$ cat src/rtl/rom_req_sched_pkg.sv
// Shared types and helpers for the ROM request scheduler.
package rom_req_sched_pkg;

  typedef logic [1:0] dem_state_t;

  localparam dem_state_t ST_IDLE = 2'd0;
  localparam dem_state_t ST_PEND = 2'd1;
  localparam dem_state_t ST_WAIT = 2'd2;

  function automatic int unsigned slot_w(input int unsigned slots);
    return (slots < 2) ? 1 : $clog2(slots);
  endfunction

endpackage

$ cat src/rtl/rom_req_sched_dem_chan.sv
// One on-demand request channel: ncs edge detect, request handshake, ack timeout/retry.
module dem_chan
  import rom_req_sched_pkg::*;
#(
  parameter int unsigned TMO = 255
) (
  input  logic clk_sys,
  input  logic nRESET,
  input  logic dem_ncs,
  input  logic dem_ack,
  input  logic grant,
  output logic pend_c,
  output logic dem_req,
  output logic dem_busy,
  output logic dem_tmo
);

  localparam int unsigned CW = (TMO < 2) ? 1 : $clog2(TMO);

  dem_state_t    state_q, state_nxt;
  logic          ncs_prev_q;
  logic          armed_q;
  logic          rereq_q, rereq_nxt;
  logic [CW-1:0] cnt_q, cnt_nxt;
  logic          req_nxt, tmo_nxt;
  logic          fall_c;

  // armed_q blocks a spurious edge when ncs is already low coming out of reset
  assign fall_c = ncs_prev_q & ~dem_ncs & armed_q;
  assign pend_c = (state_q == ST_PEND);

  always_ff @(posedge clk_sys or negedge nRESET) begin
    if (!nRESET) begin
      state_q    <= ST_IDLE;
      ncs_prev_q <= 1'b1;
      armed_q    <= 1'b0;
      rereq_q    <= 1'b0;
      cnt_q      <= '0;
      dem_req    <= 1'b0;
      dem_tmo    <= 1'b0;
      dem_busy   <= 1'b0;
    end else begin
      state_q    <= state_nxt;
      ncs_prev_q <= dem_ncs;
      armed_q    <= armed_q | dem_ncs;
      rereq_q    <= rereq_nxt;
      cnt_q      <= cnt_nxt;
      dem_req    <= req_nxt;
      dem_tmo    <= tmo_nxt;
      dem_busy   <= (state_nxt != ST_IDLE);
    end
  end

  always_comb begin
    state_nxt = state_q;
    rereq_nxt = rereq_q;
    cnt_nxt   = cnt_q;
    req_nxt   = 1'b0;
    tmo_nxt   = 1'b0;
    case (state_q)
      ST_IDLE: begin
        if (fall_c) state_nxt = ST_PEND;
      end
      ST_PEND: begin
        // a released chip select cancels even when the slot is available
        if (dem_ncs) begin
          state_nxt = ST_IDLE;
        end else if (grant) begin
          state_nxt = ST_WAIT;
          req_nxt   = 1'b1;
          cnt_nxt   = '0;
        end
      end
      ST_WAIT: begin
        if (fall_c) rereq_nxt = 1'b1;
        if (dem_ack) begin
          if (rereq_q | fall_c) begin
            state_nxt = ST_PEND;
            rereq_nxt = 1'b0;
          end else begin
            state_nxt = ST_IDLE;
          end
        end else if (cnt_q == CW'(TMO - 1)) begin
          state_nxt = ST_PEND;
          tmo_nxt   = 1'b1;
          rereq_nxt = 1'b0;
          cnt_nxt   = '0;
        end else begin
          cnt_nxt = cnt_q + CW'(1);
        end
      end
      default: state_nxt = ST_IDLE;
    endcase
  end

endmodule

$ cat src/rtl/rom_req_sched.sv
// Slot ring with fixed-phase strobes and priority-granted on-demand channels.
module rom_req_sched
  import rom_req_sched_pkg::*;
#(
  parameter int unsigned                     SLOTS  = 32,
  parameter int unsigned                     NCH    = 2,
  parameter logic [NCH*slot_w(SLOTS)-1:0]    PHASES = {5'd16, 5'd2},
  parameter int unsigned                     NDEM   = 1,
  parameter int unsigned                     TMO    = 255
) (
  input  logic                       clk_sys,
  input  logic                       nRESET,
  input  logic                       en,
  output logic [slot_w(SLOTS)-1:0]   slot,
  output logic [NCH-1:0]             fix_req,
  input  logic [NDEM-1:0]            dem_ncs,
  input  logic [NDEM-1:0]            dem_ack,
  output logic [NDEM-1:0]            dem_req,
  output logic [NDEM-1:0]            dem_busy,
  output logic [NDEM-1:0]            dem_tmo
);

  localparam int unsigned SW = slot_w(SLOTS);

  logic [SW-1:0]   slot_inc_c;
  logic            slot_free_c;
  logic [NDEM-1:0] pend_c;
  logic [NDEM-1:0] grant_c;

  assign slot_inc_c = (slot == SW'(SLOTS - 1)) ? '0 : slot + SW'(1);

  always_ff @(posedge clk_sys or negedge nRESET) begin
    if (!nRESET) slot <= '0;
    else if (en) slot <= slot_inc_c;
  end

  for (genvar g = 0; g < NCH; g++) begin : g_fix
    assign fix_req[g] = en & (slot == PHASES[g*SW +: SW]);
  end

  // A demand request issued now lands on slot+1, which must not collide with a fixed phase
  always_comb begin
    slot_free_c = 1'b1;
    for (int i = 0; i < int'(NCH); i++) begin
      if (PHASES[i*SW +: SW] == slot_inc_c) slot_free_c = 1'b0;
    end
  end

  always_comb begin : grant_blk
    logic blocked;
    blocked = 1'b0;
    grant_c = '0;
    for (int i = 0; i < int'(NDEM); i++) begin
      grant_c[i] = pend_c[i] & slot_free_c & ~blocked;
      blocked    = blocked | pend_c[i];
    end
  end

  for (genvar c = 0; c < NDEM; c++) begin : g_chan
    dem_chan #(.TMO(TMO)) u_chan (
      .clk_sys  (clk_sys),
      .nRESET   (nRESET),
      .dem_ncs  (dem_ncs[c]),
      .dem_ack  (dem_ack[c]),
      .grant    (grant_c[c]),
      .pend_c   (pend_c[c]),
      .dem_req  (dem_req[c]),
      .dem_busy (dem_busy[c]),
      .dem_tmo  (dem_tmo[c])
    );
  end

endmodule

$ cat config.mk
export PLATFORM = sky130hd
export DESIGN_NAME = rom_req_sched
export DESIGN_NICKNAME = d
export VERILOG_FILES = /design/src/rtl/rom_req_sched_pkg.sv /design/src/rtl/rom_req_sched_dem_chan.sv /design/src/rtl/rom_req_sched.sv
export SDC_FILE = /design/constraint.sdc
export NUM_CORES = 1
export LEC_CHECK = 0
export BUFFER_PORTS_ARGS = -buffer_cell sky130_fd_sc_hd__buf_2
export CORE_MARGIN = 1
export CORE_UTILIZATION = 30
export DETAILED_ROUTE_END_ITERATION = 6
export GPL_ROUTABILITY_DRIVEN = 0
export PLACE_DENSITY = 0.44
export SYNTH_ARGS = -nofsm -noshare
export SYNTH_HDL_FRONTEND = slang
export SYNTH_HIERARCHICAL = 1
export SYNTH_SLANG_ARGS = --single-unit
$ cat constraint.sdc
create_clock -name clk_sys -period 2.3 [get_ports clk_sys]
set_clock_uncertainty 0.1 [all_clocks]
set_input_delay 0.115 -clock clk_sys [delete_from_list [all_inputs] [get_ports clk_sys]]
set_output_delay 0.115 -clock clk_sys [all_outputs]
set_load 0.03 [all_outputs]
-- Word level (Yosys, flattened, before mapping)
Index checks and enable logic that the tools add are counted.
- register bits after elaboration: 21
- input port bits: 5
- output and inout bits: 10
- word-level logic and storage cells: 59
- $add $sub $neg: 2
- equality and inequality tests: 11
- mux-type cells: 25
- bitwise operators: 8
- reductions and logical operators: 4
- operators with widths (operator ; count):
    $mux W8 ; 4
    $pmux W8 S2 ; 1
    $mux W1 ; 13
    $eq A5 B5 Y1 const B ; 2
    $mux W2 ; 5
    $add A8 B1 Y8 const B ; 1
    $eq A8 B8 Y1 const B ; 1
    $pmux W2 S3 ; 1
    $add A5 B1 Y5 const B ; 1
    $and A1 B1 Y1 ; 5
    $eq A2 B5 Y1 const A ; 1
    $eq A5 B2 Y1 const B ; 1
    $eq A5 B5 Y1 const A ; 1
    $mux W5 ; 1
    $ne A2 B2 Y1 const B ; 2
    $reduce_and A4 Y1 ; 1
    $reduce_bool A2 Y1 ; 2
    $eq A2 B1 Y1 const B ; 1
    $eq A2 B2 Y1 const B ; 1
    $logic_not A2 Y1 ; 1
    $ne A2 B1 Y1 const B ; 1
    $or A1 B1 Y1 ; 2
    $not A1 Y1 ; 1

-- Longest topological paths before layout
Gate-level depths: netlist of the first run.
- depth after elaboration: 10
- depth in mapped cells: 10
- gate-level depth less buffers: 10

-- Hierarchy
Netlist of the first run, hierarchy kept.
- modules (own cells, without submodules) (module ; times used ; cells an instance ; area each (um2) ; sequential area each (um2)):
    dem_chan ; 1 ; 82 ; 825.8 ; 401.6
    rom_req_sched ; 1 ; 37 ; 367.9 ; 125.1

-- Worst setup path before layout of the first run
Ideal clock, no wire load.
- path kind: register to register
- from: register slot[0]
- to: register g_chan[0].u_chan.cnt_q[7]
- setup time: 0.118 ns
- arrival time: 2.406 ns
- required time: 2.082 ns
- setup slack: -0.324 ns
- cell stages (with the launch flop): 11
- path buffers: 0
- period minus slack after synthesis: 2.624 ns
- cell sequence: dfrtp_1 ha_1 and3_2 ha_1 mux2i_1 a22o_1 nand4bb_1 inv_1 nor2_1 a311o_1 a21o_1
- longest elaborated chain between the ends: 8
- elaborated cells between the ends (all ways): 10
- those cells by class: add/sub (1); eq/ne (4); mux (3); bitwise (1); reduce/logical (1)
- RTL lines (element ; line ; source):
    from (decl) ; rom_req_sched.sv:14 ; output logic [slot_w(SLOTS)-1:0] slot,
    from (signal assigned) ; rom_req_sched.sv:34 ; else if (en) slot <= slot_inc_c;
    $add A5 B1 Y5 or $eq A5 B5 Y1 (tied branches) ; rom_req_sched.sv:30 ; assign slot_inc_c = (slot == SW'(SLOTS - 1)) ? '0 : slot + SW'(1);
    $mux W5 * ; rom_req_sched.sv:30 ;
    net slot_inc_c[4] ; rom_req_sched.sv:25 ; logic [SW-1:0] slot_inc_c;
    $eq A2 B5 Y1 ; rom_req_sched.sv:45 ; if (PHASES[i*SW +: SW] == slot_inc_c) slot_free_c = 1'b0;
    $mux W1 ; rom_req_sched.sv:45 ;
    $mux W1 * ; rom_req_sched.sv:45 ;
    $and A1 B1 Y1 * ; rom_req_sched.sv:54 ; grant_c[i] = pend_c[i] & slot_free_c & ~blocked;
    net grant_c ; rom_req_sched.sv:28 ; logic [NDEM-1:0] grant_c;
    $ne A2 B1 Y1 (no source line) * ; -- ;
    $reduce_and A4 Y1 (no source line) * ; -- ;
    to (signal assigned) ; rom_req_sched_dem_chan.sv:47 ; cnt_q <= cnt_nxt;
    to (decl) ; rom_req_sched_dem_chan.sv:24 ; logic [CW-1:0] cnt_q, cnt_nxt;
The timed path passes the listed nets; every way through them passes the cells marked *.
A chain may end at the register's enable or synchronous reset.

-- Final worst setup path of the first run
- from: register slot[1]
- to: register g_chan[0].u_chan.cnt_q[7]
Same word-level chain as after synthesis.

==> summary.md, run 1 <==
| Metric | Value |
|---|---|
| Outcome | `finished, violations left` |
| Failing checks | `setup timing` |
| Max Root-Sink Buffers | `2` |
| Most frequent cells in the layout | `dfrtp_1, buf_2, nand2_1, buf_4, nor2_1` |
| Hold_sp | `dem_ack` |
| ANT nets after route | `0` |
| Worst Hold End | `g_chan[0].u_chan/state_q[1]$_DFF_PN0_` |
| CTS tree | `yes` |
| Peak VDD IR | `0.3486 mV` |
| DR vias/cell | `5.046` |
| Width of the die | `65.08 um` |
| Leading register cell type out of synthesis | `dfrtp_1` |
| Ys async rst share | `100.0%` |
| DRC | `0` |
| Non-filler cells, final | `197` |
| Mapped Nets | `132` |
| Die ar. | `4235 sq um` |
| Final HPWL DP | `1.895 mm` |
| Synth Instances | `119` |
| Ys Warns | `6` |
| Htree depth | `1` |
| Max Freq | `430.6 MHz` |
| Port bufs | `14` |
| Height of the die | `65.08 um` |
| Comb power frac | `42.9%` |
| Clock share of power | `18.3%` |
| Vias in the first global route | `940` |
| Reg2Reg Depth | `10` |
| CP Class | `flop to flop` |
| P_int | `0.8337 mW` |
| Area grow syn2layout | `26.83%` |
| Number of inserted diodes | `0` |
| Initial DRC count | `19` |
| Worst Tran Pin Value | `0.4891 ns` |
| Layout cells sized above 1 | `31.54%` |
| Clock Root Buffer | `clkbuf_8` |
| R2R setup slack | `-0.02 ns` |
| Flop pwr share | `38.8%` |
| First-pass GRT wire length | `4.519 mm` |
| Rel. slew slack | `67.39%` |
| Clock Pin Slew Worst Setup and Hold Paths | `0.08 ns` |
| Fin crit share | `101.0%` |
| Seq/Total Area, Yosys | `44.13%` |
| LEAKAGE | `0.7043 nW` |
| Placed cell count | `190` |
| Initial core utilization | `31.89%` |
| Vias | `994` |
| Cell Pwr Density | `895.8 nW/um^2` |
| Hold Vio Cnt, Final | `0` |
| Core Util, Final | `40.44%` |
| RR Startpoint | `slot[1]$_DFFE_PN0P_` |
| CP Data Required Time | `2.36 ns` |
| Commonest non-fill, non-tap cell in the layout | `dfrtp_1` |
| Setup Viol. Count Final | `1` |
| Final WS setup | `-0.02254 ns` |
| Worst Hold Class | `input port to flop` |
| Initial antenna violation count | `0` |
| Crit. End Element | `flop` |
| Max Cap Viol | `0` |
| Switch share | `38.53%` |
| Total GRT Usage | `14.24%` |
| Syn avg cell area | `10.03 sq um` |
| Yosys reg bits | `21` |
| Grt ovf | `0` |
| First drt pass iteration count | `6` |
| Row count | `22` |
| CTS buffer count | `3` |
| Routed wire length | `2.579 mm` |
| WP data arrival | `2.38 ns` |
| Sw power | `0.5225 mW` |
| Clock sink count | `21` |
| Fin. max-slew vios | `0` |
| I/O pin cnt | `15` |
| Area of the mapped netlist | `1194 sq um` |
| RSZ-0062 raised after global routing | `yes` |
| Worst-path maximum fanout | `2` |
| Worst skew pair latency | `0.26 ns` |
| Post-synth EDFFs | `0` |
| Total power | `1.356 mW` |
| Largest net degree at the start of global routing | `22` |
| Routed len/inst | `13.09 um` |
| Crit path time final | `2.323 ns` |
| Core box area | `3744 sq um` |
| Nets | `163` |
| RR Endpoint | `g_chan[0].u_chan/cnt_q[7]$_DFFE_PN0P_` |
| CP startpoint kind | `flop` |
| Hold Crit Depth | `2` |
| Yosys cell types | `41` |
[Yosys cell counts, drive strengths merged (2+ instances only)]
library cell	instances	area, sq um
and3	5	33.78
mux2	2	22.52
dfrtp	20	500.5
nor3	3	15.01
and4	2	17.52
nor2	9	33.78
a22o	3	26.28
ha	8	100.1
nand2	12	47.55
a21oi	7	46.30
inv	4	15.01
or2	3	18.77
nand3	2	10.01
mux2i	3	30.03
o21ai	9	45.04
nand2b	3	18.77
a31oi	3	18.77
nor3b	2	15.01
nor2b	2	12.51
[area by class of cell]
class	count	area [sq um]
Inverter	4	15.01
Timing Repair Buffer	27	172.7
Fill cell	382	2230
Sequential cell	21	529.3
Multi-Input combinational cell	93	691.9
Tap cell	48	60.06
Clock buffer	4	45.04
[flip-flops by register name, indices dropped and copies added, names as in the netlist]
register / flops
g_chan.u_chan/armed_q: 1
g_chan.u_chan/rereq_q: 1
g_chan.u_chan/dem_req: 1
g_chan.u_chan/dem_tmo: 1
g_chan.u_chan/state_q: 2
g_chan.u_chan/ncs_prev_q: 1
g_chan.u_chan/cnt_q: 8
g_chan.u_chan/dem_busy: 1
slot: 5
[worst max-delay path: stages (launching register included)]
cell	delay, ns
dfrtp_2	0.43
ha_4	0.16
and3_4	0.18
ha_4	0.26
mux2i_1	0.17
a22o_1	0.19
nand4bb_1	0.14
inv_2	0.09
nor2_2	0.04
a311o_1	0.27
a21o_1	0.17
[how the worst max path moves through the flow]
stage | from | end | slack, ns | depth (start not counted)
2_1_floorplan | slot[1]$_DFFE_PN0P_ | g_chan[0].u_chan/cnt_q[7]$_DFFE_PN0P_ | -0.11 | 10
3_3_place_gp | slot[1]$_DFFE_PN0P_ | g_chan[0].u_chan/cnt_q[7]$_DFFE_PN0P_ | 0.01 | 10
3_5_place_dp | slot[1]$_DFFE_PN0P_ | g_chan[0].u_chan/cnt_q[7]$_DFFE_PN0P_ | -0.01 | 10
4_1_cts | slot[1]$_DFFE_PN0P_ | g_chan[0].u_chan/cnt_q[7]$_DFFE_PN0P_ | -0.04 | 10
5_1_grt | slot[0]$_DFFE_PN0P_ | g_chan[0].u_chan/cnt_q[7]$_DFFE_PN0P_ | -0.14 | 10
6_report | slot[1]$_DFFE_PN0P_ | g_chan[0].u_chan/cnt_q[7]$_DFFE_PN0P_ | -0.02 | 10
[logic make-up after synthesis]
logic type,count (synthesis),share of synthesized area [%]
AO/OA/AOI/OAI,31,17.61
adder cells (fa/ha/maj),8,8.386
buffers and inverters,5,2.201
flip-flops,21,44.13
multiplexers,5,4.402
AND/OR/NAND/NOR,49,23.27
[per-stage QoR]
step / setup WS, ns / cell area [sq um] / setup TNS [ns] / hold WS, ns
floorplan: -0.1096 / 1227 / -0.1096 / -0.2806
global placement: 0.01123 / 1421 / 0 / 0.01137
detailed placement: -0.01464 / 1421 / -0.01464 / 0.01299
CTS: -0.03828 / 1494 / -0.03845 / 0.01777
global route: -0.1436 / 1514 / -0.3825 / 0.05780
finish: -0.02254 / 1514 / -0.02254 / 0.02935
[power groups by stage]
stage	combinational [mW]	clock (mW)	sequential, mW
4_1_cts	0.574	0.263	0.527
3_3_place_gp	0.554	0	0.534
5_1_grt	0.640	0.274	0.542
6_report	0.582	0.248	0.526
2_1_floorplan	0.272	0	0.628
3_5_place_dp	0.555	0	0.534
[repair_timing]
action,CTS,global route
hold buffers,2,0
endpoints found under the hold margin,21,0
resized for setup,0,5
setup buffers,1,0
setup endpoints to repair,2,5
gates cloned,0,0
pin swaps,1,2
[layer usage]
metal | part of all wire [%] | global-route usage, % | vias to the layer above
li1 | - | - | 496
met1 | 51 | 19.46 | 479
met2 | 45 | 21.61 | 15
met3 | 2.8 | 3.169 | 4
met4 | 1.3 | 5.707 | 0
met5 | 0 | 0 | -
Note: power is estimated with default switching activity, not from simulation.
==> run 2, diff against run 1 <==
--- a/config.mk
+++ b/config.mk
@@ -5,12 +5,14 @@
 export SDC_FILE = /design/constraint.sdc
 export NUM_CORES = 1
 export LEC_CHECK = 0
-export BUFFER_PORTS_ARGS = -buffer_cell sky130_fd_sc_hd__buf_2
+export CELL_PAD_IN_SITES_DETAIL_PLACEMENT = 1
+export CELL_PAD_IN_SITES_GLOBAL_PLACEMENT = 1
 export CORE_MARGIN = 1
 export CORE_UTILIZATION = 30
 export DETAILED_ROUTE_END_ITERATION = 6
+export DONT_BUFFER_PORTS = 1
 export GPL_ROUTABILITY_DRIVEN = 0
-export PLACE_DENSITY = 0.44
+export PLACE_DENSITY = 0.51
 export SYNTH_ARGS = -nofsm -noshare
 export SYNTH_HDL_FRONTEND = slang
 export SYNTH_HIERARCHICAL = 1
==> constraint.sdc (replaced) <==
create_clock -name clk_sys -period 2 [get_ports clk_sys]
set_clock_uncertainty 0.1 [all_clocks]
set_input_delay 0.1 -clock clk_sys [delete_from_list [all_inputs] [get_ports clk_sys]]
set_output_delay 0.1 -clock clk_sys [all_outputs]
set_load 0.03 [all_outputs]
==> summary.md, run 2 (synthesis results as in run 1) <==
| Metric | Value |
|---|---|
| Clock Root Buffer | `clkbuf_8` |
| Number of inserted diodes | `0` |
| Met2 usage | `32.03%` |
| Top Registers | `g_chan.u_chan/cnt_q: 8 flops, slot: 5 flops, g_chan.u_chan/state_q: 2 flops` |
| Peak VDD IR | `0.4247 mV` |
| DR vias/cell | `5.313` |
| CP max-delay cell | `dfrtp_2` |
| Final Instance Area | `1559 sq um` |
| Multi-input gate area | `723.2 sq um` |
| Height of the die | `65.08 um` |
| Cell Pwr Density | `1042 nW/um^2` |
| First drt pass iteration count | `4` |
| LEAKAGE | `0.6905 nW` |
| Non-filler cells, final | `192` |
| Core Util, Final | `41.64%` |
| I/O pin cnt | `15` |
| ANT nets after route | `0` |
| Final HPWL DP | `2.319 mm` |
| DRC | `0` |
| Initial DRC count | `37` |
| Layout cells sized above 1 | `29.86%` |
| Row count | `22` |
| Crit. End Element | `flop` |
| Nets | `158` |
| Core box area | `3744 sq um` |
| Vias | `1020` |
| Routed wire length | `3.324 mm` |
| CP Data Required Time | `2.05 ns` |
| CP Class | `flop to flop` |
| CP Cell Sequence | `ha_4 -> and3_4 -> ha_4 -> mux2i_1 -> a22o_1 -> nand4bb_1 -> inv_2 -> nor2_2 -> buf_4 -> mux2_2` |
| Initial antenna violation count | `0` |
| CTS buffer count | `3` |
| Total GRT Usage | `18.09%` |
| Hold Vio Cnt, Final | `0` |
| Final WS setup | `-0.2937 ns` |
| Clock sink count | `21` |
| CP startpoint kind | `flop` |
| Rel. slew slack | `29.65%` |
| Placed cell area | `1389 sq um` |
| Worst skew pair latency | `0.26 ns` |
| Met1 usage | `21.58%` |
| Max Root-Sink Buffers | `2` |
| Fin. max-slew vios | `0` |
| Failing checks | `setup timing` |
| Routed len/inst | `17.31 um` |
| Register area | `529.3 sq um` |
| CP delay by family, top | `multiplexers` |
| Initial core utilization | `31.89%` |
| Setup Viol. Count Final | `9` |
| Largest Register | `g_chan.u_chan/cnt_q` |
| M3 GR Usage | `2.993%` |
| Max Cap Viol | `0` |
| RSZ-0062 raised after global routing | `yes` |
| Worst-path maximum fanout | `4` |
| Port bufs | `0` |
| Clock Pin Slew Worst Setup and Hold Paths | `0.08 ns` |
| First-pass GRT wire length | `5.727 mm` |
| Worst Hold Class | `input port to flop` |
| Outcome | `finished, violations left` |
| Fin crit share | `114.7%` |
| Grt ovf | `0` |
| WP data arrival | `2.34 ns` |
| Area grow syn2layout | `30.61%` |
| Crit path time final | `2.294 ns` |
| Max reg flops | `8` |
| Width of the die | `65.08 um` |
| Htree depth | `1` |
| Die ar. | `4235 sq um` |
| Largest net degree at the start of global routing | `22` |
| Commonest non-fill, non-tap cell in the layout | `dfrtp_1` |
| Vias in the first global route | `1182` |
| Global routing's busiest layer | `met2` |
| Most frequent cells in the layout | `dfrtp_1, buf_4, nand2_1, nor2_1, ha_1` |
| Worst Tran Pin Value | `1.052 ns` |
| CP Buf/Inv Count | `2` |
| Number of fill cells | `437` |
| CTS tree | `yes` |
| Max Freq | `436.0 MHz` |
| CP dominant cell by count | `ha_4` |
| Max incr delay on CP | `0.43 ns` |
| Placed cell count | `181` |
run 2: cell count changes in the layout (fill, tap and decap cells not counted), sizes merged:
cell         previous run  this run
buf                    25        18
dlygate4sd3             2         4
run 2: worst paths after layout:
path                       cells after the start  slack (ns)                          startpoint                               endpoint
min reg2reg                                    1        0.37  g_chan[0].u_chan/armed_q$_DFF_PN0_     g_chan[0].u_chan/armed_q$_DFF_PN0_
max                                           10       -0.29                 slot[1]$_DFFE_PN0P_  g_chan[0].u_chan/cnt_q[0]$_DFFE_PN0P_
min in group asynchronous                      1        0.38                              nRESET  g_chan[0].u_chan/cnt_q[0]$_DFFE_PN0P_
max in group asynchronous                      1        0.72                              nRESET                    slot[1]$_DFFE_PN0P_
min                                            2        0.02                             dem_ack     g_chan[0].u_chan/dem_tmo$_DFF_PN0_
max reg2reg                                   10       -0.29                 slot[1]$_DFFE_PN0P_  g_chan[0].u_chan/cnt_q[0]$_DFFE_PN0P_
run 2: layout make-up:
class / count / area share, %
well taps: 48 / 3.852
flip-flops and latches: 21 / 33.95
inverters: 4 / 0.9631
multi-input cells: 93 / 46.39
clock buffers: 4 / 2.889
repair buffers: 22 / 11.96
run 2: metal layers:
| metal | vias to the layer above | wire, um |
|---|---|---|
| li1 | 485 | - |
| met1 | 514 | 1412 |
| met2 | 17 | 1758 |
| met3 | 4 | 104 |
| met4 | 0 | 48 |
| met5 | - | 0 |
run 2: per-stage QoR:
stage | worst slack [ns] | TNS, ns | total power [mW] | hold slack (ns)
final | -0.2937 | -1.970 | 1.624 | 0.01688
after CTS | -0.3057 | -1.743 | 1.606 | 0.01458
after global placement | -0.2675 | -1.530 | 1.228 | -0.2952
after global routing | -0.4435 | -3.345 | 1.754 | 0.01549
after detailed placement | -0.3018 | -1.752 | 1.254 | -0.2951
after floorplan | -0.4082 | -1.254 | 1.035 | -0.2956
run 2: what timing repair did:
action | CTS | global route
hold endpoints to repair | 32 | 0
resized for setup | 6 | 8
hold buffers | 4 | 0
endpoints found under the setup margin | 8 | 10
pin swaps | 0 | 4
setup buffers | 3 | 0
run 2: power breakdown:
| part | leakage (nW) | switching (mW) | internal, mW | total [mW] |
|---|---|---|---|---|
| clock network | 0.0228 | 0.141 | 0.142 | 0.283 |
| registers | 0.267 | 0.106 | 0.520 | 0.626 |
| logic | 0.401 | 0.400 | 0.316 | 0.716 |
| total | 0.691 | 0.647 | 0.977 | 1.62 |
==> run 3, diff against run 2 <==
--- a/config.mk
+++ b/config.mk
@@ -12,7 +12,8 @@
 export DETAILED_ROUTE_END_ITERATION = 6
 export DONT_BUFFER_PORTS = 1
 export GPL_ROUTABILITY_DRIVEN = 0
-export PLACE_DENSITY = 0.51
+export PLACE_DENSITY_LB_ADDON = 0.1
+export SKIP_LAST_GASP = 1
 export SYNTH_ARGS = -nofsm -noshare
 export SYNTH_HDL_FRONTEND = slang
 export SYNTH_HIERARCHICAL = 1
==> summary.md, run 3 (synthesis results as in run 1) <==
| Metric | Value |
|---|---|
| Routed wire length | `3.010 mm` |
| Worst-path maximum fanout | `2` |
| Rel. slew slack | `33.57%` |
| Core box area | `3744 sq um` |
| First-pass GRT wire length | `5.216 mm` |
| Setup Viol. Count Final | `8` |
| LEAKAGE | `0.6866 nW` |
| Outcome | `finished, violations left` |
| Placed cell area | `1389 sq um` |
| Hold_sp | `dem_ack` |
| Width of the die | `65.08 um` |
| CP max-delay cell | `dfrtp_2` |
| RR Startpoint | `slot[1]$_DFFE_PN0P_` |
| Initial DRC count | `37` |
| Area grow syn2layout | `30.29%` |
| Worst Hold Class | `input port to flop` |
| Total power | `1.575 mW` |
| Initial core utilization | `31.89%` |
| Max incr delay on CP | `0.43 ns` |
| Max Cap Viol | `0` |
| Top Registers | `g_chan.u_chan/cnt_q: 8 flops, slot: 5 flops, g_chan.u_chan/state_q: 2 flops` |
| Largest Register | `g_chan.u_chan/cnt_q` |
| Crit path from | `slot[1]$_DFFE_PN0P_` |
| Crit. End Element | `flop` |
| Most frequent cells in the layout | `dfrtp_1, buf_4, nand2_1, nor2_1, ha_1` |
| Row count | `22` |
| Routed len/inst | `15.76 um` |
| Hold Worst Slack | `0.03241 ns` |
| Fin crit share | `115.8%` |
| Commonest non-fill, non-tap cell in the layout | `dfrtp_1` |
| Max Root-Sink Buffers | `2` |
| Cell Pwr Density | `1013 nW/um^2` |
| Max Freq | `431.6 MHz` |
| RSZ-0062 raised after global routing | `yes` |
| Number of inserted diodes | `0` |
| Peak VDD IR | `0.5043 mV` |
| Largest net degree at the start of global routing | `22` |
| CP Class | `flop to flop` |
| Fin. max-slew vios | `0` |
| DRC | `0` |
| CP dominant cell by count | `ha_4` |
| Non-filler cells, final | `191` |
| Hold Vio Cnt, Final | `0` |
| Final WS setup | `-0.3168 ns` |
| Nets | `157` |
| CP Cell Sequence | `ha_4 -> and3_4 -> ha_4 -> mux2i_1 -> a22o_1 -> nand4bb_1 -> inv_2 -> nor2_2 -> a311o_1 -> a21o_1` |
| Pre-CTS setup slack | `-0.3307 ns` |
| Vias in the first global route | `1073` |
| Final HPWL DP | `2.134 mm` |
| Die ar. | `4235 sq um` |
| Height of the die | `65.08 um` |
| Final Instance Area | `1555 sq um` |
| Worst Tran Pin Value | `0.9931 ns` |
| Grt ovf | `0` |
| CP Data Required Time | `2.05 ns` |
| Initial antenna violation count | `0` |
| Sum of negative setup slack | `-1.968 ns` |
| Max reg flops | `8` |
| Failing checks | `setup timing` |
| ANT nets after route | `0` |
| Worst skew pair latency | `0.26 ns` |
| Htree depth | `1` |
| CP startpoint kind | `flop` |
| CTS tree | `yes` |
| Placed cell count | `181` |
| Layout cells sized above 1 | `30.07%` |
| Core Util, Final | `41.54%` |
| Clock Pin Slew Worst Setup and Hold Paths | `0.08 ns` |
| CTS buffer count | `3` |
| Clock Root Buffer | `clkbuf_8` |
| DR vias/cell | `5.157` |
| Clock sink count | `21` |
| Total GRT Usage | `16.23%` |
| WP data arrival | `2.37 ns` |
| Port bufs | `0` |
| I/O pin cnt | `15` |
| Vias | `985` |
| Crit path time final | `2.317 ns` |
| First drt pass iteration count | `3` |
==> run 3: cell count changes in the layout (fill, tap and decap cells not counted) <==
cell / before / now
a31oi_2: 1 / 0
buf_6: 3 / 1
a31oi_4: 1 / 3
o31ai_4: 1 / 0
clkinv_2: 0 / 1
a31oi_1: 1 / 0
o31ai_1: 0 / 1
clkbuf_1: 1 / 0
buf_4: 15 / 16
==> run 3: worst paths after layout <==
check | cells past startpoint | slack, ns | to
max in group asynchronous | 1 | 0.78 | slot[1]$_DFFE_PN0P_
min in group asynchronous | 1 | 0.35 | g_chan[0].u_chan/dem_req$_DFF_PN0_
worst min-delay path | 3 | 0.03 | g_chan[0].u_chan/state_q[0]$_DFF_PN0_
worst min register to register | 1 | 0.37 | g_chan[0].u_chan/armed_q$_DFF_PN0_
worst max register to register | 10 | -0.32 | g_chan[0].u_chan/cnt_q[7]$_DFFE_PN0P_
worst max-delay path | 10 | -0.32 | g_chan[0].u_chan/cnt_q[7]$_DFFE_PN0P_
==> run 3: layout make-up <==
class                   instances  area (sq um)
well taps                      48         60.06
repair buffers                 21         171.4
clock inverters                 1         5.005
multi-input cells              93         733.2
flip-flops and latches         21         529.3
inverters                       4         15.01
clock buffers                   3         41.29
fillers                       435          2188
==> run 3: what timing repair did <==
action	CTS	global route
endpoints found under the setup margin	8	10
hold buffers	4	0
resized for setup	2	10
setup buffers	1	1
pin swaps	2	3
hold endpoints to repair	33	0
==> run 3: report_power, final <==
group | switching, mW | leakage, nW | internal (mW) | total (mW)
Sequential | 0.103 | 0.267 | 0.520 | 0.623
Combinational | 0.378 | 0.394 | 0.296 | 0.674
Clock | 0.140 | 0.0255 | 0.139 | 0.279
==> run 3: critical path, delay by kind of cell, from the launching register on <==
family / cells / cell delay, ns
simple gates: 3 / 0.36
flops: 1 / 0.43
buf+inv: 1 / 0.09
fa+ha+maj: 2 / 0.42
mux: 1 / 0.18
compound gates: 3 / 0.63
==> run 3: routing by layer <==
| layer | routed length [um] | vias up | global-route usage (%) |
|---|---|---|---|
| met5 | 0 | - | 0 |
| met4 | 13 | 0 | 3.261 |
| met3 | 80 | 2 | 3.169 |
| met2 | 1628 | 13 | 28.39 |
| met1 | 1287 | 485 | 20.61 |
| li1 | - | 485 | - |
